File: src/rtl/life_scheduler.sv
// life_scheduler: paces the Game-of-Life engine against VGA frame timing.
// Launches a generation (free-run at speed+1 frames per generation, or one
// step while paused) or a pattern reload, waits for the engine, and swaps
// the displayed buffer only on the vsync falling edge so the picture never
// tears. A watchdog flags an engine that never answers.
module life_scheduler #(
    parameter int SPD_W   = 4,
    parameter int GEN_W   = 16,
    parameter int TIMEOUT = 1023
) (
    input  logic             clk,
    input  logic             reset,
    input  logic             vsync,
    input  logic             run,
    input  logic             step,
    input  logic             load,
    input  logic [SPD_W-1:0] speed,
    input  logic             eng_done,
    output logic             eng_start,
    output logic             eng_load,
    output logic             buf_swap,
    output logic [GEN_W-1:0] gen_count,
    output logic             busy,
    output logic             err
);

    // The watchdog counts cycles spent in WAIT. The error registers on the
    // edge where that count reaches TIMEOUT, so err rises exactly TIMEOUT
    // cycles after the eng_start/eng_load pulse.
    localparam int WD_W = (TIMEOUT < 2) ? 1 : $clog2(TIMEOUT + 1);
    localparam logic [WD_W-1:0] WD_LAST = WD_W'(TIMEOUT - 1);

    typedef enum logic [1:0] {
        IDLE = 2'd0,
        WAIT = 2'd1,
        HOLD = 2'd2
    } state_t;

    typedef enum logic {
        KIND_GEN  = 1'b0,
        KIND_LOAD = 1'b1
    } kind_t;

    state_t            state;
    kind_t             kind;
    logic [WD_W-1:0]   watchdog;
    logic [SPD_W-1:0]  frame_cnt;
    logic              vsync_q;
    logic              step_q;
    logic              load_q;
    logic              load_pend;
    logic              step_pend;

    logic              tick;
    logic              load_edge;
    logic              step_edge;
    logic              run_due;
    logic              due;
    logic              launch_ok;
    logic              load_launch;
    logic              gen_launch;

    // Frame counter saturates rather than wrapping, so a long pause in the
    // count can never make a pending run launch disappear.
    function automatic logic [SPD_W-1:0] sat_inc(input logic [SPD_W-1:0] v);
        logic [SPD_W-1:0] r;
        r = (&v) ? v : v + 1'b1;
        return r;
    endfunction

    // Frame tick, button edges and the launch decision.
    assign tick        = vsync_q & ~vsync;
    assign load_edge   = load & ~load_q;
    assign step_edge   = step & ~step_q & ~run;
    assign run_due     = run & (frame_cnt >= speed);
    assign due         = load_pend | run_due | (~run & step_pend);
    assign launch_ok   = tick & due & ((state == IDLE) | (state == HOLD));
    assign load_launch = launch_ok & load_pend;
    assign gen_launch  = launch_ok & ~load_pend;

    // Edge-detect history; zero at reset so a button held through reset
    // release is seen as one press.
    always_ff @(posedge clk or posedge reset) begin
        if (reset) begin
            vsync_q <= 1'b0;
            step_q  <= 1'b0;
            load_q  <= 1'b0;
        end else begin
            vsync_q <= vsync;
            step_q  <= step;
            load_q  <= load;
        end
    end

    // Pending requests: a fresh edge wins over the clear of a launch that
    // happens in the same cycle, so no press is ever lost.
    always_ff @(posedge clk or posedge reset) begin
        if (reset) begin
            load_pend <= 1'b0;
            step_pend <= 1'b0;
        end else begin
            load_pend <= (load_pend & ~load_launch) | load_edge;
            step_pend <= (step_pend & ~gen_launch) | step_edge;
        end
    end

    // Frames since the last compute launch; counts in every state, held
    // at zero while paused.
    always_ff @(posedge clk or posedge reset) begin
        if (reset) begin
            frame_cnt <= '0;
        end else if (!run) begin
            frame_cnt <= '0;
        end else if (tick) begin
            frame_cnt <= gen_launch ? '0 : sat_inc(frame_cnt);
        end
    end

    // Sequencer: launch, wait for the engine, swap at the next frame edge.
    always_ff @(posedge clk or posedge reset) begin
        if (reset) begin
            state     <= IDLE;
            kind      <= KIND_GEN;
            watchdog  <= '0;
            eng_start <= 1'b0;
            eng_load  <= 1'b0;
            buf_swap  <= 1'b0;
            gen_count <= '0;
            busy      <= 1'b0;
            err       <= 1'b0;
        end else begin
            eng_start <= 1'b0;
            eng_load  <= 1'b0;
            buf_swap  <= 1'b0;
            case (state)
                IDLE: begin
                    if (launch_ok) begin
                        eng_load  <= load_pend;
                        eng_start <= ~load_pend;
                        kind      <= load_pend ? KIND_LOAD : KIND_GEN;
                        watchdog  <= '0;
                        state     <= WAIT;
                        busy      <= 1'b1;
                    end
                end
                WAIT: begin
                    if (eng_done) begin
                        state <= HOLD;
                    end else if (watchdog == WD_LAST) begin
                        err   <= 1'b1;
                        state <= IDLE;
                        busy  <= 1'b0;
                    end else begin
                        watchdog <= watchdog + 1'b1;
                    end
                end
                HOLD: begin
                    if (tick) begin
                        buf_swap  <= 1'b1;
                        gen_count <= (kind == KIND_LOAD) ? '0 : gen_count + 1'b1;
                        if (launch_ok) begin
                            eng_load  <= load_pend;
                            eng_start <= ~load_pend;
                            kind      <= load_pend ? KIND_LOAD : KIND_GEN;
                            watchdog  <= '0;
                            state     <= WAIT;
                            busy      <= 1'b1;
                        end else begin
                            state <= IDLE;
                            busy  <= 1'b0;
                        end
                    end
                end
                default: begin
                    state <= IDLE;
                    busy  <= 1'b0;
                end
            endcase
        end
    end

endmodule

File: config.mk
export PLATFORM = sky130hd
export DESIGN_NAME = life_scheduler
export DESIGN_NICKNAME = d
export VERILOG_FILES = /design/src/rtl/life_scheduler.sv
export SDC_FILE = /design/constraint.sdc
export NUM_CORES = 1
export LEC_CHECK = 0
export BUFFER_PORTS_ARGS = -buffer_cell sky130_fd_sc_hd__buf_2
export CAP_MARGIN = 20
export CORE_MARGIN = 3
export CORE_UTILIZATION = 35
export DETAILED_ROUTE_END_ITERATION = 7
export SYNTH_ARGS = -nofsm -noshare
export SYNTH_HDL_FRONTEND = slang
export SYNTH_SLANG_ARGS = --single-unit
File: constraint.sdc
create_clock -name clk -period 2.35 [get_ports clk]
set_input_delay 0.1175 -clock clk [delete_from_list [all_inputs] [get_ports clk]]
set_output_delay 0.1175 -clock clk [all_outputs]
set_load 0.005 [all_outputs]
# == Yosys cells after proc, flatten, opt, wreduce, memory -nomap -nowiden ==
# Cells that the tools add are included.
# classes
order_cmp,1
eq_ne,11
muxes,34
bitwise_logic,25
n_addsub,3
reduce_logical,11
# ops
cell,count
$mux 10,4
$pmux 10 s3,1
$add 16x1->16 const B,1
$mux 16,1
$mux 4,4
$mux 1,15
$and 1x1->1,12
$reduce_and 4->1,3
$add 10x1->10 const B,1
$eq 10x10->1 const B,1
$ne 2x2->1 const B,5
$mux 2,4
$not 1->1,8
$ne 3x3->1 const B,2
$pmux 1 s2,3
$pmux 2 s3,1
$reduce_and 2->1,3
$reduce_and 3->1,2
$or 1x1->1,5
$add 4x1->4 const B,1
$ge 4x4->1,1
$pmux 1 s3,1
$reduce_bool 3->1,1
$eq 2x1->1 const B,1
4 further kinds,4
# word_totals
regBits,43
elab_cells,100
output_inout_bits,21

# == Longest topological paths before layout ==
# Gate-level depths: netlist of run 1.
# logic_depth
ltp_word,10
mapped_depth,7

# == Worst setup path before layout of run 1 ==
# Ideal clock, no wire load.
# synth_timing
path_kind,reg2reg
from,register frame_cnt[0]
to,register watchdog[5]
period_less_slack_ns,1.938
stages_incl_launch_ff,7
slack_ns,0.412
t_arrival_ns,1.847
required_time_ns,2.260
path_cell_list,dfrtp_1 > inv_1 > ha_1 > or3b_1 > a2111oi_4 > o21ai_1 > o221ai_1
# synth_via
elab_chain_cells,9
# synth_lines
element,line,source
"start, declared",47,logic [SPD_W-1:0] frame_cnt;
"start signal, assigned",115,frame_cnt <= gen_launch ? '0 : sat_inc(frame_cnt);
$ge 4x4->1 *,75,assign run_due = run & (frame_cnt >= speed);
$and 1x1->1 *,75,
$or 1x1->1 * (2 in a row),76,assign due = load_pend | run_due | (~run & step_pend);
$and 1x1->1 * (2 in a row),77,assign launch_ok = tick & due & ((state == IDLE) | (state == HOLD));
$mux 10 *,--,
$mux 10,--,
$pmux 10 s3 *,--,
"end signal, assigned",154,watchdog <= watchdog + 1'b1;
"end, declared",46,logic [WD_W-1:0] watchdog;
# Every way passes the cells marked *; elsewhere a longest branch is shown, timed or not. The select of a mux whose other input is x is not followed.
# A chain may end at the register's enable or synchronous reset.

# == Worst setup path in the final report of run 1 ==
# Same ends and word-level chain as after synthesis.

==> metrics.cfg, run 1 <==
[run_status]
status = complete, no violations

[place]
port-buffer-count = 31
dp_hpwl_um = 3590
gp_congestion = 0.786
pre_cts_slack_ns = 0.192

[worst_setup_path]
crit_path_cell_trace = inv_1 -> ha_1 -> or3b_1 -> a2111oi_4 -> o21ai_1 -> o221ai_1
cp.required_ns = 2.55
worstSetupPathDepth = 6
crit_family = compound AO/OA/AOI/OAI gates
slowest_delay_ns = 0.43
critical_path.max_fanout = 6
crit_path_start = frame_cnt[0]
critPathCapture = watchdog[5]
r2r.worst_path.cells = 6
r2r_start = frame_cnt[0]
cp_data_arrival_time_ns = 2.36
critPathKind = reg -> reg
worst_path_max_delay_cell = or3b_1
startpoint_type = register
cp_num_buf_inv = 1
timing.rr.end = watchdog[5]
r2r_slack_ns = 0.19
end_kind = register

[global_route]
grt_antenna_before_repair = 0
grt_pass1_wl_um = 8480
grt.overflow.total = 0
grt_use_total = 0.137
grt_max_degree = 27
grt_pass1_vias = 1839

[clocking]
cts.sinks = 43
numCtsBuffers = 5
cts-htree-levels = 2
clkTransAtPathRegs_ns = 0.08
cts_tree = built
cts_setup_buffers = 0
cts_buffer_depth = 2
clock-root-buffer = clkbuf_8
ctsHoldBuffers = 4
cts_resized = 0
clk_latency_ns = 0.28

[layout]
fin_nets = 298
final_cell_mix = dfrtp_1, buf_2, nand2_1, inv_1, o21ai_0
layout-drive-gt1-share = 0.175
diodes = 0
area_delta_synth_final_pct = 16.2
final_common_cell = dfrtp_1

[pwr]
pwr-share-seq = 0.511
p_leak_uw = 0.00125
vdd_drop_max_mv = 0.343
intPower_uw = 1310
clockPowerShare = 0.222
power_density_nw_per_um2 = 746
combPwrFrac = 0.267
p_switching_uw = 712
swShare = 0.351

[timing]
clock_skew_ns = 0.00262
finalHoldViolCount = 0
fin_crit_sh = 0.921
fin_ws_ns = 0.186
setup_viol = 0
worst-slew-pin-transition_ns = 0.632
fin_setup_tns_ns = 0
max-slew-margin-rel = 0.575
slew_viol_final = 0
rsz0062_at_grt = no
max_freq_ghz = 0.462
final.min_clock_period_ns = 2.16

[yosys]
ys_ff_latch = 43
syn-cell-area_sq_um = 2330
synth_area_leader_cell = dfrtp_1
syn_nets = 258
synthArstFlopShare = 1.00
avgSynthCellArea_sq_um = 9.77
ys_seq_area_frac = 0.461
synthesis.instances = 239
synth_top_area_share = 0.461
synth_area_leaders = dfrtp_1, ha_1, nand2_1, o21ai_0, nor4_1
synth.distinct_cells = 51
yosys_warnings = 0
synthFlopType = dfrtp_1
synth_edf_count = 0

[route]
first_pass_iters = 4
routed_wl_um = 4830
viasPerCell = 5.27
ant_nets = 0
wl_per_cell_um = 13.5
first_iter_violations = 91
drcViolationCount = 0
vias = 1881

[floorplan]
die_w_um = 87.7
num_rows = 29
ios = 32
start_util = 0.364
dieArea_sq_um = 7690
die_h_um = 87.7
coreArea_sq_um = 6420

[flow_run]
drv_cap = 0

[worst_hold_path]
min_path_type = in -> reg
min_delay_path_depth = 2

==> cells in the mapped netlist, types with 4 or more instances <==
| library cell | n |
|---|---|
| a21oi_1 | 10 |
| nor2_1 | 12 |
| nand2_1 | 26 |
| xnor2_1 | 6 |
| o31ai_1 | 4 |
| nor4_1 | 9 |
| ha_1 | 8 |
| nand4_1 | 6 |
| and2_1 | 4 |
| inv_1 | 14 |
| nor3_1 | 8 |
| a31oi_1 | 5 |
| o21ai_0 | 13 |
| nand2b_1 | 7 |
| dfrtp_1 | 43 |
| a21o_1 | 6 |
| nand3_1 | 10 |
==> routing by layer <==
layer,vias to the layer above,global-route usage,wire (um)
met5,-,0,0
met4,0,0.0391,68
met3,6,0.0310,178
met2,33,0.225,2160
met1,882,0.181,2430
li1,960,-,-
==> metrics by stage <==
stage | hold slack [ns] | cell area (sq um) | total power, uW | std cells | utilization
after floorplan | 0.149 | 2330 | 1410 | 239 | -
after detailed placement | 0.246 | 2570 | 1590 | 344 | 0.401
final | 0.113 | 2710 | 2030 | 357 | 0.423
after CTS | 0.0977 | 2690 | 2060 | 356 | 0.419
after global placement | 0.239 | 2570 | 1580 | 344 | 0.401
after global routing | 0.111 | 2710 | 2200 | 357 | 0.423
==> how the worst min path moves through the flow <==
stage | end | from | slack (ns)
6_report | state[0] | eng_done | 0.11
3_3_place_gp | load_q | load | 0.24
3_5_place_dp | load_q | load | 0.25
5_1_grt | state[0] | eng_done | 0.11
2_1_floorplan | load_q | load | 0.15
4_1_cts | state[0] | eng_done | 0.1
==> flip-flops by register name, indices dropped and copies added, names as in the netlist <==
signal / count
step_pend: 1
kind: 1
buf_swap: 1
step_q: 1
eng_start: 1
watchdog: 10
vsync_q: 1
load_q: 1
state: 2
eng_load: 1
frame_cnt: 4
err: 1
load_pend: 1
busy: 1
gen_count: 16
==> layout make-up <==
| cell class | count | area [sq um] |
|---|---|---|
| Tap cell | 77 | 96.3 |
| Clock inverter | 1 | 5.00 |
| Clock buffer | 7 | 76.3 |
| Sequential cell | 43 | 1080 |
| Timing Repair Buffer | 38 | 230 |
| Fill cell | 634 | 3710 |
| Multi-Input combinational cell | 176 | 1170 |
| Inverter | 15 | 58.8 |
==> power groups by stage <==
| stage | Sequential, uW | Combinational (uW) | Clock (uW) |
|---|---|---|---|
| finish | 1030 | 540 | 450 |
| detailed placement | 1050 | 540 | 0 |
| global route | 1060 | 626 | 505 |
| CTS | 1030 | 547 | 475 |
| global placement | 1050 | 527 | 0 |
| floorplan | 1010 | 406 | 0 |
==> cells by family (layout without fill, tap and decap cells) <==
| kind of cell | count (synthesis) | count (layout) | share of synthesized area |
|---|---|---|---|
| AND/OR/NAND/NOR | 100 | 100 | 0.245 |
| flip-flops | 43 | 43 | 0.461 |
| XOR/XNOR | 6 | 6 | 0.0225 |
| buffers and inverters | 20 | 61 | 0.0375 |
| AO/OA/AOI/OAI | 59 | 59 | 0.178 |
| adder cells (fa/ha/maj) | 8 | 8 | 0.0429 |
| multiplexers | 3 | 3 | 0.0134 |
Note: power is estimated with default switching activity, not from simulation.
==> run 2: changes to the inputs <==
CTS_BUF_LIST = sky130_fd_sc_hd__clkbuf_4 sky130_fd_sc_hd__clkbuf_8 sky130_fd_sc_hd__clkbuf_16   (was not set)
==> run 2 against run 1 <==
Sequential share of layout area decreased by 0.11 points. Wire length rose by 0.56%. Power increased by 1.3%. Non-clock buffer count unchanged.
==> metrics.cfg, run 2 (synthesized netlist as in run 1, its figures left out) <==
[run_status]
status = complete, no violations

[worst_setup_path]
critPathKind = reg -> reg
cp.required_ns = 2.55
startpoint_type = register
end_kind = register
r2r.worst_path.cells = 6
cp_data_arrival_time_ns = 2.37
critical_path.max_fanout = 6
r2r_start = frame_cnt[0]
timing.rr.end = watchdog[5]
r2r_slack_ns = 0.19

[floorplan]
ios = 32
num_rows = 29
die_h_um = 87.7
dieArea_sq_um = 7690
coreArea_sq_um = 6420
start_util = 0.364
die_w_um = 87.7

[place]
dp_hpwl_um = 3590
port-buffer-count = 31
gp_congestion = 0.786

[timing]
clock_skew_ns = 0.00341
timing.hold.ws_ns = 0.106
rsz0062_at_grt = no
setup_viol = 0
worst-slew-pin-transition_ns = 0.630
finalHoldViolCount = 0
max-slew-margin-rel = 0.576
final.min_clock_period_ns = 2.16
max_freq_ghz = 0.462
slew_viol_final = 0
fin_setup_tns_ns = 0
fin_crit_sh = 0.921

[layout]
final_cell_mix = dfrtp_1, buf_2, nand2_1, inv_1, o21ai_0
layout-drive-gt1-share = 0.182
final_common_cell = dfrtp_1
largest_reg_flops = 16
diodes = 0
regMostFlops = gen_count
largest_registers = gen_count: 16 flops, watchdog: 10 flops, frame_cnt: 4 flops
area_delta_synth_final_pct = 16.6
fin_nets = 298

[clocking]
cts.sinks = 43
cts_buffer_depth = 2
numCtsBuffers = 5
clkTransAtPathRegs_ns = 0.08
clock-root-buffer = clkbuf_8
clk_latency_ns = 0.29
cts_tree = built
cts-htree-levels = 2
cts_resized = 0

[worst_hold_path]
hold_path_end = state[0]
hold_start = eng_done
min_delay_path_depth = 2
min_path_type = in -> reg

[route]
wl_met1_um = 2400
wl_met3_um = 192
wl_per_cell_um = 13.6
routed_wl_um = 4860
ant_nets = 0
first_iter_violations = 85
drcViolationCount = 0
met2_wirelength_um = 2200
viasPerCell = 5.26
vias = 1877
topRoutingLayerUsed = met4
first_pass_iters = 4

[global_route]
grt_pass1_vias = 1839
grt_max_degree = 27
grt_antenna_before_repair = 0
grt_pass1_wl_um = 8490
grt.overflow.total = 0
grt_use_total = 0.137

[pwr]
p_total_uw = 2050
p_leak_uw = 0.00126
power_density_nw_per_um2 = 754
vdd_drop_max_mv = 0.346

[flow_run]
drv_cap = 0

run 2: cell types whose count changed in the layout (fill, tap and decap cells not counted):
| cell | before | now |
|---|---|---|
| clkbuf_4 | 0 | 2 |
| clkbuf_1 | 2 | 0 |
run 2: timing repair:
| action | in CTS | in global routing |
|---|---|---|
| hold endpoints to repair | 28 | 0 |
| buffers inserted | 0 | 0 |
| endpoints found under the setup margin | 0 | 0 |
| hold buffers | 4 | 0 |
run 2: layer usage:
layer,vias up,global-route usage
met2,38,0.223
met4,0,0.0460
met3,6,0.0310
li1,959,-
met1,874,0.181
met5,-,0
run 2: worst max-delay path by stage:
stage	depth (start not counted)	start	end
final	6	frame_cnt[0]	watchdog[5]
after global routing	6	frame_cnt[0]	watchdog[7]
after CTS	6	frame_cnt[0]	watchdog[5]
after detailed placement	6	frame_cnt[0]	watchdog[5]
after global placement	6	frame_cnt[0]	watchdog[5]
after floorplan	6	frame_cnt[0]	watchdog[5]
run 2: layout make-up:
class / instances / area (sq um)
fill: 634 / 3700
multi-input combinational: 176 / 1170
sequential: 43 / 1080
timing repair buffer: 38 / 230
tap: 77 / 96.3
clock buffer: 7 / 83.8
inverter: 15 / 58.8
clock inverter: 1 / 5.00
run 2: worst max-delay path, stage by stage (launching register included):
cell and delay (ns):
dfrtp_1 0.43, inv_1 0.06, ha_1 0.26, or3b_1 0.43, a2111oi_4 0.40, o21ai_1 0.25, o221ai_1 0.24
run 2: power breakdown:
group          leakage (uW)  internal (uW)  switching (uW)
Combinational      0.000649            244             297
Sequential         0.000563            861             176
Clock             0.0000491            232             243
Total               0.00126           1340             716
run 2: per-stage QoR:
stage / worst slack [ns] / utilization / cell area, sq um / std cells
after floorplan: 0.412 / - / 2330 / 239
after global placement: 0.225 / 0.401 / 2570 / 344
after detailed placement: 0.192 / 0.401 / 2570 / 344
after global routing: 0.00560 / 0.424 / 2720 / 357
final: 0.186 / 0.424 / 2720 / 357
after CTS: 0.170 / 0.421 / 2700 / 356
